==> config.mk <==
export PLATFORM = sky130hd
export DESIGN_NAME = reg_dump_reader_flat
export DESIGN_NICKNAME = d
export VERILOG_FILES = /design/src/rtl/cpu_dbg_pkg.sv /design/src/rtl/reg_dump_reader_if.sv /design/src/rtl/reg_dump_outbuf.sv /design/src/rtl/reg_dump_reader.sv /design/src/flat_wrapper.sv
export SDC_FILE = /design/constraint.sdc
export NUM_CORES = 1
export LEC_CHECK = 0
export BUFFER_PORTS_ARGS = -buffer_cell sky130_fd_sc_hd__buf_4
export CORE_MARGIN = 10
export CORE_UTILIZATION = 40
export CTS_BUF_LIST = sky130_fd_sc_hd__clkbuf_16
export DETAILED_ROUTE_END_ITERATION = 10
export PLACE_DENSITY_LB_ADDON = 0.12
export SETUP_SLACK_MARGIN = 0.02
export SLEW_MARGIN = 20
export SYNTH_ARGS = -nofsm -noshare
export SYNTH_HDL_FRONTEND = slang
export SYNTH_SLANG_ARGS = --single-unit
export TNS_END_PERCENT = 1
==> constraint.sdc <==
create_clock -name clk -period 1.8 [get_ports clk]
set_clock_uncertainty 0.05 [all_clocks]
set_input_delay 0.09 -clock clk [delete_from_list [all_inputs] [get_ports clk]]
set_output_delay 0.09 -clock clk [all_outputs]
set_load 0.01 [all_outputs]
==> src/rtl/cpu_dbg_pkg.sv <==
// Shared constants and types for the CPU debug register read-out path.
// State encodings are plain 3-bit constants so they match debug probes one-to-one.
package cpu_dbg_pkg;

  localparam int REG_NUM_W = 5;
  localparam int DATA_W    = 32;

  localparam logic [2:0] ST_IDLE = 3'd0;
  localparam logic [2:0] ST_ADDR = 3'd1;
  localparam logic [2:0] ST_WAIT = 3'd2;
  localparam logic [2:0] ST_SEND = 3'd3;
  localparam logic [2:0] ST_FIN  = 3'd4;

  typedef struct packed {
    logic [REG_NUM_W-1:0] idx;
    logic [DATA_W-1:0]    data;
  } dump_word_t;

endpackage

==> src/rtl/reg_dump_reader_if.sv <==
// Register-file debug read port plus the valid/ready word stream toward the host.
// The master side is the dump reader; the slave side is the regfile and consumer.
interface reg_dump_reader_if;
  import cpu_dbg_pkg::*;

  logic [REG_NUM_W-1:0] rnum;
  logic [DATA_W-1:0]    rdata;
  logic                 out_valid;
  logic                 out_ready;
  logic [DATA_W-1:0]    out_data;
  logic [REG_NUM_W-1:0] out_idx;

  modport master (
    output rnum,
    input  rdata,
    output out_valid,
    output out_data,
    output out_idx,
    input  out_ready
  );

  modport slave (
    input  rnum,
    output rdata,
    input  out_valid,
    input  out_data,
    input  out_idx,
    output out_ready
  );

endinterface

==> src/rtl/reg_dump_outbuf.sv <==
// One-entry output holding register: loads a tagged word on capture, presents it
// until the consumer accepts it; flush drops the word without delivering it.
module reg_dump_outbuf
  import cpu_dbg_pkg::*;
(
  input  logic       clk,
  input  logic       rst,
  input  logic       capture,
  input  logic       flush,
  input  dump_word_t cap_word,
  input  logic       ready,
  output logic       valid,
  output dump_word_t word,
  output logic       fire
);

  logic       valid_reg;
  dump_word_t word_reg;

  always_ff @(posedge clk) begin
    if (rst) begin
      valid_reg <= 1'b0;
      word_reg  <= '0;
    end else begin
      if (flush)
        valid_reg <= 1'b0;
      else if (capture)
        valid_reg <= 1'b1;
      else if (fire)
        valid_reg <= 1'b0;
      // The word itself persists after delivery so the host can still read it in IDLE.
      if (capture)
        word_reg <= cap_word;
    end
  end

  assign fire  = valid_reg && ready;
  assign valid = valid_reg;
  assign word  = word_reg;

endmodule

==> src/rtl/reg_dump_reader.sv <==
// Walks FIRST_REG..LAST_REG on the register file debug port and streams each
// captured word, tagged with its index, out through a one-entry buffer.
module reg_dump_reader
  import cpu_dbg_pkg::*;
#(
  parameter int FIRST_REG = 0,
  parameter int LAST_REG  = 31,
  parameter int RD_LAT    = 1
) (
  input  logic               clk,
  input  logic               rst,
  input  logic               start,
  input  logic               abort,
  reg_dump_reader_if.master  bus,
  output logic               busy,
  output logic               done
);

  localparam logic [REG_NUM_W-1:0] FIRST_NUM = REG_NUM_W'(FIRST_REG);
  localparam logic [REG_NUM_W-1:0] LAST_NUM  = REG_NUM_W'(LAST_REG);

  logic [2:0]           state_reg;
  logic [2:0]           state_next;
  logic [REG_NUM_W-1:0] cnt_reg;
  logic [REG_NUM_W-1:0] cnt_next;
  logic                 capture;
  logic                 flush;
  logic                 fire;
  logic                 out_valid;
  dump_word_t           cap_word;
  dump_word_t           out_word;

  always_ff @(posedge clk) begin
    if (rst) begin
      state_reg <= ST_IDLE;
      cnt_reg   <= FIRST_NUM;
    end else begin
      state_reg <= state_next;
      cnt_reg   <= cnt_next;
    end
  end

  // The counter snaps back to FIRST_REG on leaving a dump so rnum idles there.
  always_comb begin
    state_next = state_reg;
    cnt_next   = cnt_reg;
    case (state_reg)
      ST_IDLE: begin
        if (start) begin
          state_next = ST_ADDR;
          cnt_next   = FIRST_NUM;
        end
      end
      ST_ADDR: state_next = (RD_LAT == 0) ? ST_SEND : ST_WAIT;
      ST_WAIT: state_next = ST_SEND;
      ST_SEND: begin
        if (fire) begin
          if (cnt_reg == LAST_NUM) begin
            state_next = ST_FIN;
            cnt_next   = FIRST_NUM;
          end else begin
            state_next = ST_ADDR;
            cnt_next   = cnt_reg + 1'b1;
          end
        end
      end
      ST_FIN: state_next = ST_IDLE;
      default: begin
        state_next = ST_IDLE;
        cnt_next   = FIRST_NUM;
      end
    endcase
    if (abort && (state_reg != ST_IDLE)) begin
      state_next = ST_IDLE;
      cnt_next   = FIRST_NUM;
    end
  end

  // An aborted read is never captured, so no partial word can surface later.
  always_comb begin
    busy    = (state_reg != ST_IDLE);
    done    = (state_reg == ST_FIN);
    flush   = abort && (state_reg != ST_IDLE);
    capture = !abort &&
              (((state_reg == ST_ADDR) && (RD_LAT == 0)) || (state_reg == ST_WAIT));
  end

  assign cap_word = '{idx: cnt_reg, data: bus.rdata};

  reg_dump_outbuf u_outbuf (
    .clk      (clk),
    .rst      (rst),
    .capture  (capture),
    .flush    (flush),
    .cap_word (cap_word),
    .ready    (bus.out_ready),
    .valid    (out_valid),
    .word     (out_word),
    .fire     (fire)
  );

  assign bus.rnum      = cnt_reg;
  assign bus.out_valid = out_valid;
  assign bus.out_data  = out_word.data;
  assign bus.out_idx   = out_word.idx;

endmodule
==> src/flat_wrapper.sv <==
// flat-port wrapper written by rule: the top's interface ports become plain ports
module reg_dump_reader_flat import cpu_dbg_pkg::*;
#(
  parameter int FIRST_REG = 0,
  parameter int LAST_REG  = 31,
  parameter int RD_LAT    = 1
)
  (clk, rst, start, abort, busy, done, bus_rnum, bus_rdata, bus_out_valid, bus_out_data, bus_out_idx, bus_out_ready);
  reg_dump_reader_if bus_i ();
  input  logic clk;
  input  logic rst;
  input  logic start;
  input  logic abort;
  output logic busy;
  output logic done;
  output wire logic [$bits(bus_i.rnum)-1:0] bus_rnum;
  input wire logic [$bits(bus_i.rdata)-1:0] bus_rdata;
  output wire logic [$bits(bus_i.out_valid)-1:0] bus_out_valid;
  output wire logic [$bits(bus_i.out_data)-1:0] bus_out_data;
  output wire logic [$bits(bus_i.out_idx)-1:0] bus_out_idx;
  input wire logic [$bits(bus_i.out_ready)-1:0] bus_out_ready;
  assign bus_rnum = bus_i.rnum;
  assign bus_i.rdata = bus_rdata;
  assign bus_out_valid = bus_i.out_valid;
  assign bus_out_data = bus_i.out_data;
  assign bus_out_idx = bus_i.out_idx;
  assign bus_i.out_ready = bus_out_ready;
  reg_dump_reader #(.FIRST_REG(FIRST_REG), .LAST_REG(LAST_REG), .RD_LAT(RD_LAT)) u_core (.clk(clk), .rst(rst), .start(start), .abort(abort), .bus(bus_i), .busy(busy), .done(done));
endmodule
### Word level (Yosys, flattened, before mapping)

Cells that the tools add are included.
Widths: inputs -> output; s select.

* $add $sub $neg: 1
* equal/unequal tests: 7
* muxes and demuxes: 10
* bitwise operators: 1
* reductions and logical operators: 11

Operators by type and width (number)
* $mux 5: 3
* $pmux 5 s3: 1
* $pmux 3 s4: 1
* $mux 3: 3
* $eq 3x2->1 const B: 2
* $add 5x1->5 const B: 1
* $eq 5x5->1 const B: 1
* $eq 3x1->1 const B: 1
* $eq 3x3->1 const B: 1
* $logic_and 1x1->1: 3
* $logic_not 3->1: 1
* $reduce_and 3->1: 1
* $reduce_bool 3->1: 1
* $reduce_or 3->1: 1
* $mux 1: 2
* $ne 2x1->1 const B: 1
* $ne 2x2->1 const B: 1
* $reduce_and 2->1: 1
* $reduce_bool 2->1: 1
* $reduce_or 2->1: 1
* $logic_not 1->1: 1
* $not 1->1: 1

* register bits: 46
* input port bits: 37
* word-level logic and storage cells: 35

### Longest topological paths before layout

* word-level depth: 4
* depth in mapped cells: 6

### Hierarchy

From an unflattened synthesis, not the netlist that was laid out.

* cell total of the unflattened synthesis: 176
* area total of the unflattened synthesis: 1878.1 um^2

By module, submodules not included
* reg_dump_outbuf: instances 1, cells an instance 124, area each 1360.1 um^2
* reg_dump_reader: instances 1, cells an instance 52, area each 518.0 um^2

### Worst setup path after synthesis

OpenSTA, ideal clock, no wires.

* kind: reg-to-reg
* start point: register u_core.cnt_reg[0] (netlist: u_core.bus.rnum[0])
* end point: register u_core.cnt_reg[0] (netlist: u_core.bus.rnum[0])
* arrival: 1.557 ns
* required time: 1.692 ns
* setup slack: 0.135 ns
* stages on the path, launching flop included: 7
* cells stage by stage: dfxtp_1 > ha_1 > and3_1 > ha_1 > nand4bb_1 > a311oi_1 > o21a_1

* longest elaborated chain between the ends: 4

Ends and longest elaborated chain
* from (decl): RTL line reg_dump_reader.sv:24 `logic [REG_NUM_W-1:0] cnt_reg;`
* from (signal assigned): RTL line reg_dump_reader.sv:39 `cnt_reg <= cnt_next;`
* $add 5x1->5 / $eq 5x5->1 (equally long branches): RTL line reg_dump_reader.sv:63, reg_dump_reader.sv:58
* $mux 5 (*): RTL line reg_dump_reader.sv:58 `if (cnt_reg == LAST_NUM) begin`
* $mux 5 (*): RTL line reg_dump_reader.sv:57 `if (fire) begin`
* $pmux 5 s3 (*): RTL line reg_dump_reader.sv:47 `case (state_reg)`

Every way passes the cells marked *; elsewhere a longest branch is shown, timed or not. The select of a mux whose other input is x is not followed.
A chain may end at the register's enable or synchronous reset.

### Final worst setup path

* start point: register u_core.cnt_reg[0] (netlist: u_core.bus.rnum[0])
* end point: register u_core.cnt_reg[2] (netlist: u_core.bus.rnum[2])

Same word-level chain as after synthesis.

==> summary by stage <==
Cells and area
With fillers left out, the area of the finished cells amounts to 2810 sq um. The number of diodes added for antenna fixing is 0. The number of filler cells placed in the layout is 447. The number of flip-flops under the largest register name is 37. Compared with the post-synthesis result, the final layout area differs by 46.99%. The net count of the finished layout is 352. For this run, the number of standard cells in the final layout without fillers is 368. Cells with a size suffix above 1 make up 35.99% of the layout.

Placed design
Routability-driven placement finished with a final weighted congestion of 0.8963. The total cell area at the placement stage is 2551 sq um. Summed over all nets, the half-perimeter wirelength after detailed placement is 3831 um. The placed cell count is 352.

The count of buffers from port buffering is 81. OpenSTA, run right after detailed placement, puts the worst setup slack at 115.9 ps.

Clocking
TritonCTS created 5 clock buffers. After clock tree synthesis, the clock-pin slew on the worst setup and hold paths is 60 ps. The clock passes through at most 2 buffers.

The total clock sinks is 46. CTS placed an instance of sky130_fd_sc_hd__clkbuf_16 at the clock tree root. The clock reaches the later pin of the worst-skew pair after 280 ps. The H-tree depth reported by CTS is 2. TritonCTS built the clock tree.

Logic synthesis
The number of distinct library cells after synthesis is 37. The fraction of synthesized cell area taken by the top area cell type is 48.17%. After technology mapping, the gate count stands at 222. For this run, the leading register cell type out of synthesis is sky130_fd_sc_hd__dfxtp_1. By area the synthesized netlist is led by sky130_fd_sc_hd__dfxtp_1 (48%), sky130_fd_sc_hd__nand2_1 (15%), sky130_fd_sc_hd__a21oi_1 (9.4%), sky130_fd_sc_hd__buf_6 (4.1%), sky130_fd_sc_hd__a21oi_2 (2.3%). By count the netlist is led by sky130_fd_sc_hd__nand2_1 (76), sky130_fd_sc_hd__dfxtp_1 (46), sky130_fd_sc_hd__a21oi_1 (36). The number of nets handed over by synthesis was 261. The register bit count reported by yosys is 46. Yosys instantiated no cell more often than sky130_fd_sc_hd__nand2_1. In this run the cell area of the synthesized design comes to 1912 sq um. The synthesized design contains 0 enable-type register cells. The post-synthesis average cell area is 8.612 sq um. The async set or reset register ratio after synthesis is 0%.

The share of the Yosys chip area taken by registers is 48.17%. The number of synthesis warnings is 0. The cell taking the most area after synthesis is sky130_fd_sc_hd__dfxtp_1.

Critical path
In this run the number of cells on the critical path is 6. The cell family contributing the most delay on the critical path is simple AND/OR/NAND/NOR gates. The termination of the worst setup path is u_core.bus.rnum[2]$_SDFFE_PP0P_. STA puts the critical path data required time at 1970 ps. The number of buffers and inverters on the critical path is 0.

The largest single stage delay on the critical path is 310 ps. By instance count, the cell type seen most on the critical path is sky130_fd_sc_hd__ha_1. The critical path endpoint category is a register. Along the worst path, the maximum fanout reaches 4. The class of the most critical setup path is register to register. The capturing point of the worst reg2reg path is u_core.bus.rnum[2]$_SDFFE_PP0P_. The critical path starts at u_core.bus.rnum[0]$_SDFFE_PP0P_. The worst-case register-to-register setup slack is 130 ps. The largest individual stage delay along the critical path comes from the cell sky130_fd_sc_hd__dfxtp_1. The signal on the critical path passes through ha_1, and3_1, ha_1, nand4bb_4, o32ai_2, a32o_1. The type of origin of the critical path is a register. Data arrives at the worst endpoint at 1850 ps. The length in cells of the worst reg-to-reg path is 6. The reg-to-reg startpoint is u_core.bus.rnum[0]$_SDFFE_PP0P_.

STA
Timing would allow up to 598.1 MHz. For the finished layout, the period the worst path requires is 1672 ps. The least setup slack across all paths after layout is 128.0 ps. The number of failing hold endpoints at the final stage was 0. The fraction of the cycle the final worst path needs is 92.89%.

Setup repair after global routing left no endpoint under its margin. The setup violation total in the final timing report is 0. The transition time of the tightest slew-check pin is 487.4 ps. The smallest hold slack is 5.558 ps. The headroom to the max-slew limit is 67.29%. The setup TNS after final layout is 0 ps. The count of final max-slew check failures came to 0.

Power and ir drop
Of the total power, registers draw 46.6%. The share of total power dissipated in the clock network is 37.5%. The worst-case IR drop observed on VDD is 0.4231 mV.

The relative contribution of combinational cells to total power is 15.9%. The reported net switching power is 586.6 uW. The internal power contribution is 1755 uW.

The switching share of power is 25.05%. Dividing total power by cell area gives a power density of 833.4 nW/um^2. The static leakage is 0.001149 uW.

Hold path
The worst hold path startpoint is bus_rdata[23]. Along the worst hold path, the cell count comes to 3. The class of the most critical hold timing path is input pin to register.

Floorplanning
The area of the core is 4692 sq um. The die covers 7945 sq um. The starting density of the core is 40.75%. The initialized floorplan defines 25 standard-cell rows.

The number of top-level pins is 82. The floorplan step set the die height to 89.14 um. The overall die width is 89.14 um.

Detailed routing
The number of DRC markers after the initial detailed-route iteration is 96. The pre-antenna-repair detailed-routing pass consisted of 4 iterations. The total number of vias is 1824.

The vias per cell is 4.957. Dividing the detail-routed wire length by the instance count gives 14.58 um. For this block, the routed nets add up to 5367 um of wire. For this run, design rule violations remaining after detail routing come to 0. The count of nets left with antenna violations once routing finished came out at 0.

GRT
For this run, the total global-route usage over all layers was measured as 13.02%. Entering global routing, the biggest net connects 42 pins. The number of antenna violations at the first check in global routing is 0.

The overall overflow remaining after global route is 0. The number of global-route vias before repair came to 1753. The first global-routing pass estimated 8321 um of wire.

Run status
The run finished with clean final reports.

Run
The max-cap check violation count is 0.
## kinds of logic after synthesis
| logic type | count (synthesis) | share of synthesized area (%) |
|---|---|---|
| AO/OA/AOI/OAI | 54 | 17.34 |
| buffers and inverters | 17 | 6.414 |
| AND/OR/NAND/NOR | 103 | 26.77 |
| adder cells (fa/ha/maj) | 2 | 1.309 |
| flip-flops | 46 | 48.17 |
## placed cells by master, fill, tap and decap left out
| master | Yosys | final |
|---|---|---|
| sky130_fd_sc_hd__nand2b_1 | 1 | 1 |
| sky130_fd_sc_hd__and4_1 | 2 | 2 |
| sky130_fd_sc_hd__nor4b_4 | 1 | 1 |
| sky130_fd_sc_hd__clkbuf_16 | 0 | 5 |
| sky130_fd_sc_hd__o32ai_2 | 0 | 1 |
| sky130_fd_sc_hd__and3_1 | 2 | 2 |
| sky130_fd_sc_hd__o21ai_1 | 1 | 1 |
| sky130_fd_sc_hd__and2_1 | 1 | 1 |
| sky130_fd_sc_hd__or4b_1 | 1 | 1 |
| sky130_fd_sc_hd__inv_1 | 1 | 2 |
| sky130_fd_sc_hd__a32o_1 | 2 | 2 |
| sky130_fd_sc_hd__nor4b_2 | 1 | 1 |
| sky130_fd_sc_hd__ha_1 | 2 | 2 |
| sky130_fd_sc_hd__nor4_2 | 2 | 2 |
| sky130_fd_sc_hd__nor4b_1 | 2 | 2 |
| sky130_fd_sc_hd__or3_1 | 1 | 1 |
| sky130_fd_sc_hd__o21a_1 | 2 | 2 |
| sky130_fd_sc_hd__buf_4 | 1 | 92 |
| sky130_fd_sc_hd__nor3_1 | 2 | 2 |
| sky130_fd_sc_hd__a211o_1 | 1 | 1 |
| sky130_fd_sc_hd__clkinv_2 | 0 | 1 |
| sky130_fd_sc_hd__or2_1 | 1 | 1 |
| sky130_fd_sc_hd__nand4b_1 | 1 | 1 |
| sky130_fd_sc_hd__nand3_1 | 2 | 2 |
| sky130_fd_sc_hd__nor2_1 | 2 | 2 |
| sky130_fd_sc_hd__nand4bb_4 | 0 | 1 |
| sky130_fd_sc_hd__dlygate4sd3_1 | 0 | 8 |
| sky130_fd_sc_hd__nand4_1 | 3 | 3 |
| sky130_fd_sc_hd__clkinv_4 | 0 | 1 |
| sky130_fd_sc_hd__a21oi_2 | 5 | 5 |
| sky130_fd_sc_hd__o32ai_1 | 2 | 1 |
| sky130_fd_sc_hd__a31oi_2 | 0 | 1 |
| sky130_fd_sc_hd__o31a_1 | 1 | 1 |
| sky130_fd_sc_hd__dfxtp_1 | 46 | 46 |
| sky130_fd_sc_hd__or4b_4 | 1 | 1 |
| sky130_fd_sc_hd__nand2_1 | 76 | 76 |
| sky130_fd_sc_hd__a21oi_1 | 36 | 36 |
| sky130_fd_sc_hd__o2111ai_1 | 2 | 2 |
| sky130_fd_sc_hd__a311oi_2 | 0 | 1 |
## metrics by stage
step | utilization [%] | total power [uW]
after floorplan | - | 1307
after global placement | 54.37 | 1463
after detailed placement | 54.37 | 1467
after CTS | 59.12 | 2370
after global routing | 59.89 | 2457
final | 59.89 | 2342
## how the worst min path moves through the flow
stage                                                 end  slack [ps]
floorplan            u_core.u_outbuf.word[0]$_SDFFE_PP0P_         180
global placement    u_core.u_outbuf.word[14]$_SDFFE_PP0P_         290
detailed placement  u_core.u_outbuf.word[18]$_SDFFE_PP0P_         300
CTS                 u_core.u_outbuf.word[21]$_SDFFE_PP0P_           1
global route         u_core.u_outbuf.word[2]$_SDFFE_PP0P_           7
finish              u_core.u_outbuf.word[23]$_SDFFE_PP0P_           6
## repair_timing
| action | in CTS | in global routing |
|---|---|---|
| endpoints found under the hold margin | 8 | 0 |
| hold buffers | 8 | 0 |
| gates resized for setup | 0 | 5 |
| buffers inserted | 0 | 0 |
| endpoints found under the setup margin | 0 | 3 |
## metal layers
| metal | up-vias | share of wire [%] | global-route usage, % |
|---|---|---|---|
| li1 | 947 | - | - |
| met1 | 787 | 45 | 16.13 |
| met3 | 12 | 8.1 | 3.829 |
| met4 | 0 | 1.4 | 4.480 |
| met5 | - | 0 | 0 |
| met2 | 78 | 45 | 20.99 |
## worst reg2reg max path: stages (launching register included)
cell and delay (ps):
sky130_fd_sc_hd__dfxtp_1 310, sky130_fd_sc_hd__ha_1 230, sky130_fd_sc_hd__and3_1 190, sky130_fd_sc_hd__ha_1 190, sky130_fd_sc_hd__nand4bb_4 270, sky130_fd_sc_hd__o32ai_2 170
sky130_fd_sc_hd__a32o_1 200
## final cells by class
type / count / area (sq um) / area share (%)
clock inverters: 3 / 17.52 / 0.6233
repair buffers: 100 / 770.7 / 27.43
flip-flops and latches: 46 / 920.9 / 32.77
well taps: 54 / 67.56 / 2.404
inverters: 1 / 3.754 / 0.1336
multi-input cells: 159 / 904.6 / 32.19
clock buffers: 5 / 125.1 / 4.452
## power by group through the flow
stage | clock network (uW) | registers, uW | logic (uW)
global route | 950 | 1100 | 410
floorplan | 0 | 1120 | 190
finish | 878 | 1090 | 372
detailed placement | 0 | 1110 | 354
CTS | 911 | 1090 | 369
global placement | 0 | 1110 | 352
No activity file was read; power rests on OpenSTA's default activity.
